[src/rtl/mems_dac_spi.sv]
// mems_dac_spi: serialises one WORD_BITS frame to the MEMS DAC per start request.
// sclk idles high and falls first; the DAC samples on falling edges, so mosi
// only moves on rising edges. All outputs come straight from flops.
//
// state | meaning
// IDLE  | waiting for start; sclk=1, sync_n=1, mosi=0, busy=0
// SHIFT | sync_n low, sclk toggles every CLK_DIV cycles, data MSB first
// GAP   | sync_n back high for SYNC_GAP cycles before busy drops
module mems_dac_spi #(
  parameter int CLK_DIV   = 4,
  parameter int WORD_BITS = 24,
  parameter int SYNC_GAP  = 2
) (
  input  logic                 clk,
  input  logic                 rst,
  input  logic                 start,
  input  logic [WORD_BITS-1:0] data_in,
  output logic                 busy,
  output logic                 done,
  output logic                 sclk,
  output logic                 sync_n,
  output logic                 mosi
);

  localparam int DIV_W = $clog2(CLK_DIV + 1);
  localparam int BIT_W = $clog2(WORD_BITS + 1);
  localparam int GAP_W = $clog2(SYNC_GAP + 1);

  localparam logic [DIV_W-1:0] DIV_LOAD = DIV_W'(CLK_DIV - 1);
  localparam logic [BIT_W-1:0] BIT_LOAD = BIT_W'(WORD_BITS);
  localparam logic [GAP_W-1:0] GAP_LOAD = GAP_W'(SYNC_GAP - 1);

  typedef enum logic [1:0] {
    S_IDLE  = 2'd0,
    S_SHIFT = 2'd1,
    S_GAP   = 2'd2
  } state_e;

  state_e               state_q, state_d;
  logic [DIV_W-1:0]     div_q, div_d;
  logic [BIT_W-1:0]     bit_q, bit_d;
  logic [GAP_W-1:0]     gap_q, gap_d;
  logic [WORD_BITS-1:0] shreg_q, shreg_d;
  logic                 sclk_q, sclk_d;
  logic                 sync_n_q, sync_n_d;
  logic                 busy_q, busy_d;
  logic                 done_q, done_d;

  logic                 tick;
  logic                 last_rise;
  logic                 gap_end;

  // Divider terminal count marks an sclk half-period boundary. bit_q counts
  // falling edges still owed; once it is zero the next rise closes the frame.
  assign tick      = (div_q == '0);
  assign last_rise = tick && !sclk_q && (bit_q == '0);
  assign gap_end   = (gap_q == '0);

  // State register.
  always_ff @(posedge clk) begin
    if (rst) state_q <= S_IDLE;
    else     state_q <= state_d;
  end

  // Next-state logic.
  always_comb begin
    state_d = state_q;
    unique case (state_q)
      S_IDLE:  if (start)     state_d = S_SHIFT;
      S_SHIFT: if (last_rise) state_d = S_GAP;
      S_GAP:   if (gap_end)   state_d = S_IDLE;
      default:                state_d = S_IDLE;
    endcase
  end

  // Next values for the registered outputs and the datapath counters.
  always_comb begin
    div_d    = div_q;
    bit_d    = bit_q;
    gap_d    = gap_q;
    shreg_d  = shreg_q;
    sclk_d   = sclk_q;
    sync_n_d = sync_n_q;
    busy_d   = busy_q;
    done_d   = 1'b0;
    unique case (state_q)
      S_IDLE: begin
        busy_d = 1'b0;
        if (start) begin
          shreg_d  = data_in;
          div_d    = DIV_LOAD;
          bit_d    = BIT_LOAD;
          sclk_d   = 1'b1;
          sync_n_d = 1'b0;
          busy_d   = 1'b1;
        end
      end
      S_SHIFT: begin
        busy_d = 1'b1;
        if (tick) begin
          div_d = DIV_LOAD;
          if (sclk_q) begin
            sclk_d = 1'b0;
            bit_d  = bit_q - BIT_W'(1);
          end else if (bit_q == '0) begin
            // Final rise: release sync_n and blank mosi together.
            sclk_d   = 1'b1;
            sync_n_d = 1'b1;
            shreg_d  = '0;
            gap_d    = GAP_LOAD;
          end else begin
            sclk_d  = 1'b1;
            shreg_d = {shreg_q[WORD_BITS-2:0], 1'b0};
          end
        end else begin
          div_d = div_q - DIV_W'(1);
        end
      end
      S_GAP: begin
        busy_d = 1'b1;
        if (gap_end) begin
          busy_d = 1'b0;
          done_d = 1'b1;
        end else begin
          gap_d = gap_q - GAP_W'(1);
        end
      end
      default: begin
        busy_d   = 1'b0;
        sclk_d   = 1'b1;
        sync_n_d = 1'b1;
        shreg_d  = '0;
      end
    endcase
  end

  // Output and datapath registers; reset aborts any frame in flight.
  always_ff @(posedge clk) begin
    if (rst) begin
      div_q    <= '0;
      bit_q    <= '0;
      gap_q    <= '0;
      shreg_q  <= '0;
      sclk_q   <= 1'b1;
      sync_n_q <= 1'b1;
      busy_q   <= 1'b0;
      done_q   <= 1'b0;
    end else begin
      div_q    <= div_d;
      bit_q    <= bit_d;
      gap_q    <= gap_d;
      shreg_q  <= shreg_d;
      sclk_q   <= sclk_d;
      sync_n_q <= sync_n_d;
      busy_q   <= busy_d;
      done_q   <= done_d;
    end
  end

  assign busy   = busy_q;
  assign done   = done_q;
  assign sclk   = sclk_q;
  assign sync_n = sync_n_q;
  assign mosi   = shreg_q[WORD_BITS-1];

endmodule

[config.mk]
export PLATFORM = sky130hd
export DESIGN_NAME = mems_dac_spi
export DESIGN_NICKNAME = d
export VERILOG_FILES = /design/src/rtl/mems_dac_spi.sv
export SDC_FILE = /design/constraint.sdc
export NUM_CORES = 1
export LEC_CHECK = 0
export CORE_ASPECT_RATIO = 1.25
export CORE_MARGIN = 2
export CORE_UTILIZATION = 30
export DETAILED_ROUTE_END_ITERATION = 7
export GPL_ROUTABILITY_DRIVEN = 0
export PLACE_DENSITY = 0.54
export RECOVER_POWER = 100
export REMOVE_ABC_BUFFERS = 1
export SLEW_MARGIN = 20
export SYNTH_ARGS = -nofsm -noshare
export SYNTH_HDL_FRONTEND = slang
export SYNTH_SLANG_ARGS = --single-unit
[constraint.sdc]
create_clock -name clk -period 1.8 [get_ports clk]
set_input_delay 0.18 -clock clk [delete_from_list [all_inputs] [get_ports clk]]
set_output_delay 0.18 -clock clk [all_outputs]
set_load 0.05 [all_outputs]
==> qor.txt <==
Lkg Pwr = 0.8363 nW
Fill cells = 655
Post-synth EDFFs = 0
Core area = 6166 um^2
TritonCTS Sinks = 40
CTS Root Cell = clkbuf_8
Peak Freq = 585.0 MHz
Cell area after synthesis = 1922 um^2
Rel. slew slack = 60.86%
Sequential power share = 48.4%
Num CTS Buffers = 5
WP buf/inv = 1
Die Width = 75.59 um
Hold Path Stages = 1
WP data required = 1.62 ns
Layout cells sized above 1 = 15.87%
Via Count = 1435
Dpl cell area = 2338 um^2
Hold_buf cts = 0
Max-cap violation count = 0
Clock skew = 0.008401 ns
Grt ovf = 0
CP Data Arrival Time = 1.53 ns
CP cell instances = dlygate4sd3_1
Final WS setup = 0.09055 ns
Die area = 7067 um^2
I/O Buffers = 31
Seq cells post-synth = 40
Switching share of power = 27.18%
Post-route ant nets = 0
Status = completed
Final worst path period need = 1.709 ns
Place WS = 0.1186 ns
Max-slew violations = 0
CP top delay family = buffers and inverters
Chip Height = 93.49 um
# resized after CTS = 0
Placed insts = 286
Clk Latency, worst-skew pair = 0.29 ns
PwrDens = 867.1 nW/um^2
P_sw = 557.9 uW
Combinational power share = 20.1%
Cell depth of the worst setup path = 1
Slowest stage delay, CP = 0.88 ns
ANT cells = 0
Int Power = 1.495 mW
Finished Cell Area = 2367 um^2
Top FF cell, synth = dfxtp_1
Hpwl dp = 2.781 mm
Setup Buffers After CTS = 0
Critical path endpoint category = primary output
CTS Buffer Depth = 2
Remaining DRCs = 0
R2R Setup Slk = 0.14 ns
Synth warn = 0
Global-route wire length before repair = 6.989 mm
Vias in the first global route = 1473
Initial Utilization = 31.17%
GRT Overall Usage = 12.87%
Commonest cells after routing, fill and taps aside = dfxtp_1 (40), clkdlybuf4s50_1 (26), a22oi_1 (23)
Worst Max-Slew Pin Slew = 0.5896 ns
Reg2reg path depth = 7
Multi-input logic area = 935.9 um^2
Worst r2r dst = shreg_q[21]
Leading cell type in the layout, fill and taps excluded = dfxtp_1
Hold path endpoint = shreg_q[2]
Total chip power = 2.053 mW
RSZ-0062 raised after global routing = false
Power share of the clock group = 31.5%
Mapped Cells = 174
Hold_sp = shreg_q[2]
Startpoint Class = register
Area Growth Syn to Fin = 23.18%
Largest net degree at the start of global routing = 24
Final setup viols = 0
Final Non-Filler Cells = 293
DRT iter0 DRCs = 51
Slowest CP cell = dlygate4sd3_1
WL final = 3.993 mm
H-tree levels = 2
CP max FO = 2
Clock slew at reported path FFs = 0.08 ns
Wire per inst = 13.63 um
Initial antenna violation count = 0
Crit Path Category = reg -> out
Drt via density = 4.898
Share of flip-flops with an asynchronous set or reset = 0%
Hold Path Class = reg -> reg
Nets = 239
Drt pass-1 iters = 4
Post-synthesis cell type count = 44
TritonCTS clock tree = built
Average cell area after synthesis = 11.05 um^2
Reg area = 800.8 um^2
Number of I/O pins = 32
Peak supply drop = 0.0004273 V
Post-synthesis sequential area ratio = 41.67%
Cell Rows = 32
Hold Fails Final Rpt = 0
Final period utilization = 94.97%
Worst r2r src = bit_q[0]
==> worst max-delay path by stage <==
| stage | from | to | slack, ns |
|---|---|---|---|
| after floorplan | state_q[0] | sync_n | -0.45 |
| after global placement | div_q[0] | shreg_q[20] | 0.15 |
| after detailed placement | div_q[0] | shreg_q[20] | 0.12 |
| after CTS | div_q[0] | shreg_q[20] | 0.1 |
| after global routing | bit_q[0] | shreg_q[23] | 0.01 |
| final | shreg_q[23] | mosi | 0.09 |
==> cell families (layout without fill, tap and decap cells) <==
family                     after synthesis  in the layout  synth area share (%)
adders and majority gates                4              4                 2.604
xor gates and xnor gates                 3              3                 1.367
buffers and inverters                   21             55                 7.422
and+or+nand+nor                         37             37                 12.76
AOI/OAI and AO/OA                       69             69                 34.18
DFF                                     40             40                 41.67
==> state kept, by name, indices dropped and copies added, names as in the netlist <==
register / cells
sync_n: 1
busy: 1
state_q: 2
gap_q: 2
div_q: 3
done: 1
shreg_q: 24
sclk: 1
bit_q: 5
==> synth_stat cells (2+ instances only) <==
cell,count,area share [%]
nor2_1,4,0.78
a211o_1,2,0.91
nand2_1,6,1.2
dfxtp_1,40,42
a211oi_1,2,0.78
nor2b_1,4,1.3
a21oi_1,7,1.8
xnor2_1,3,1.4
nor3_1,2,0.52
a22oi_1,23,9.0
nand2b_1,3,0.98
ha_1,4,2.6
clkbuf_1,3,0.59
buf_6,8,4.7
nand3_1,4,1.0
inv_1,6,1.2
o2bb2ai_2,20,16
buf_2,3,0.78
a21oi_2,2,0.91
o2bb2ai_1,3,1.4
o21bai_1,2,0.78
==> power by group through the flow <==
stage | clock, mW | combinational (mW) | sequential (mW)
after floorplan | 0 | 0.236 | 1.03
after global placement | 0 | 0.435 | 1.01
after detailed placement | 0 | 0.437 | 1.01
after CTS | 0.664 | 0.440 | 0.995
after global routing | 0.703 | 0.460 | 1.00
final | 0.646 | 0.413 | 0.993
==> metal layers <==
layer | global-route usage, % | vias to the layer above | part of all wire [%]
met5 | 0 | - | 0
met4 | 4.678 | 0 | 1.7
met3 | 4.095 | 6 | 4.6
met2 | 19.93 | 25 | 47
met1 | 16.54 | 670 | 47
li1 | - | 734 | -
==> per-stage QoR <==
stage / TNS (ns) / utilization [%] / hold WS [ns]
final: 0 / 38.39 / 0.4708
after global routing: 0 / 38.39 / 0.4838
after CTS: 0 / 39.49 / 0.4747
after detailed placement: 0 / 37.93 / 0.4552
after global placement: 0 / 37.93 / 0.4480
after floorplan: -8.625 / - / 0.2491
==> final cells by class <==
cell class | count | share of cell area (%)
Multi-Input combinational cell | 113 | 39.53
Sequential cell | 40 | 33.83
Timing Repair Buffer | 42 | 17.12
Tap cell | 85 | 4.493
Clock buffer | 7 | 4.070
Inverter | 6 | 0.9514
Power figures use the tool's default switching activity.
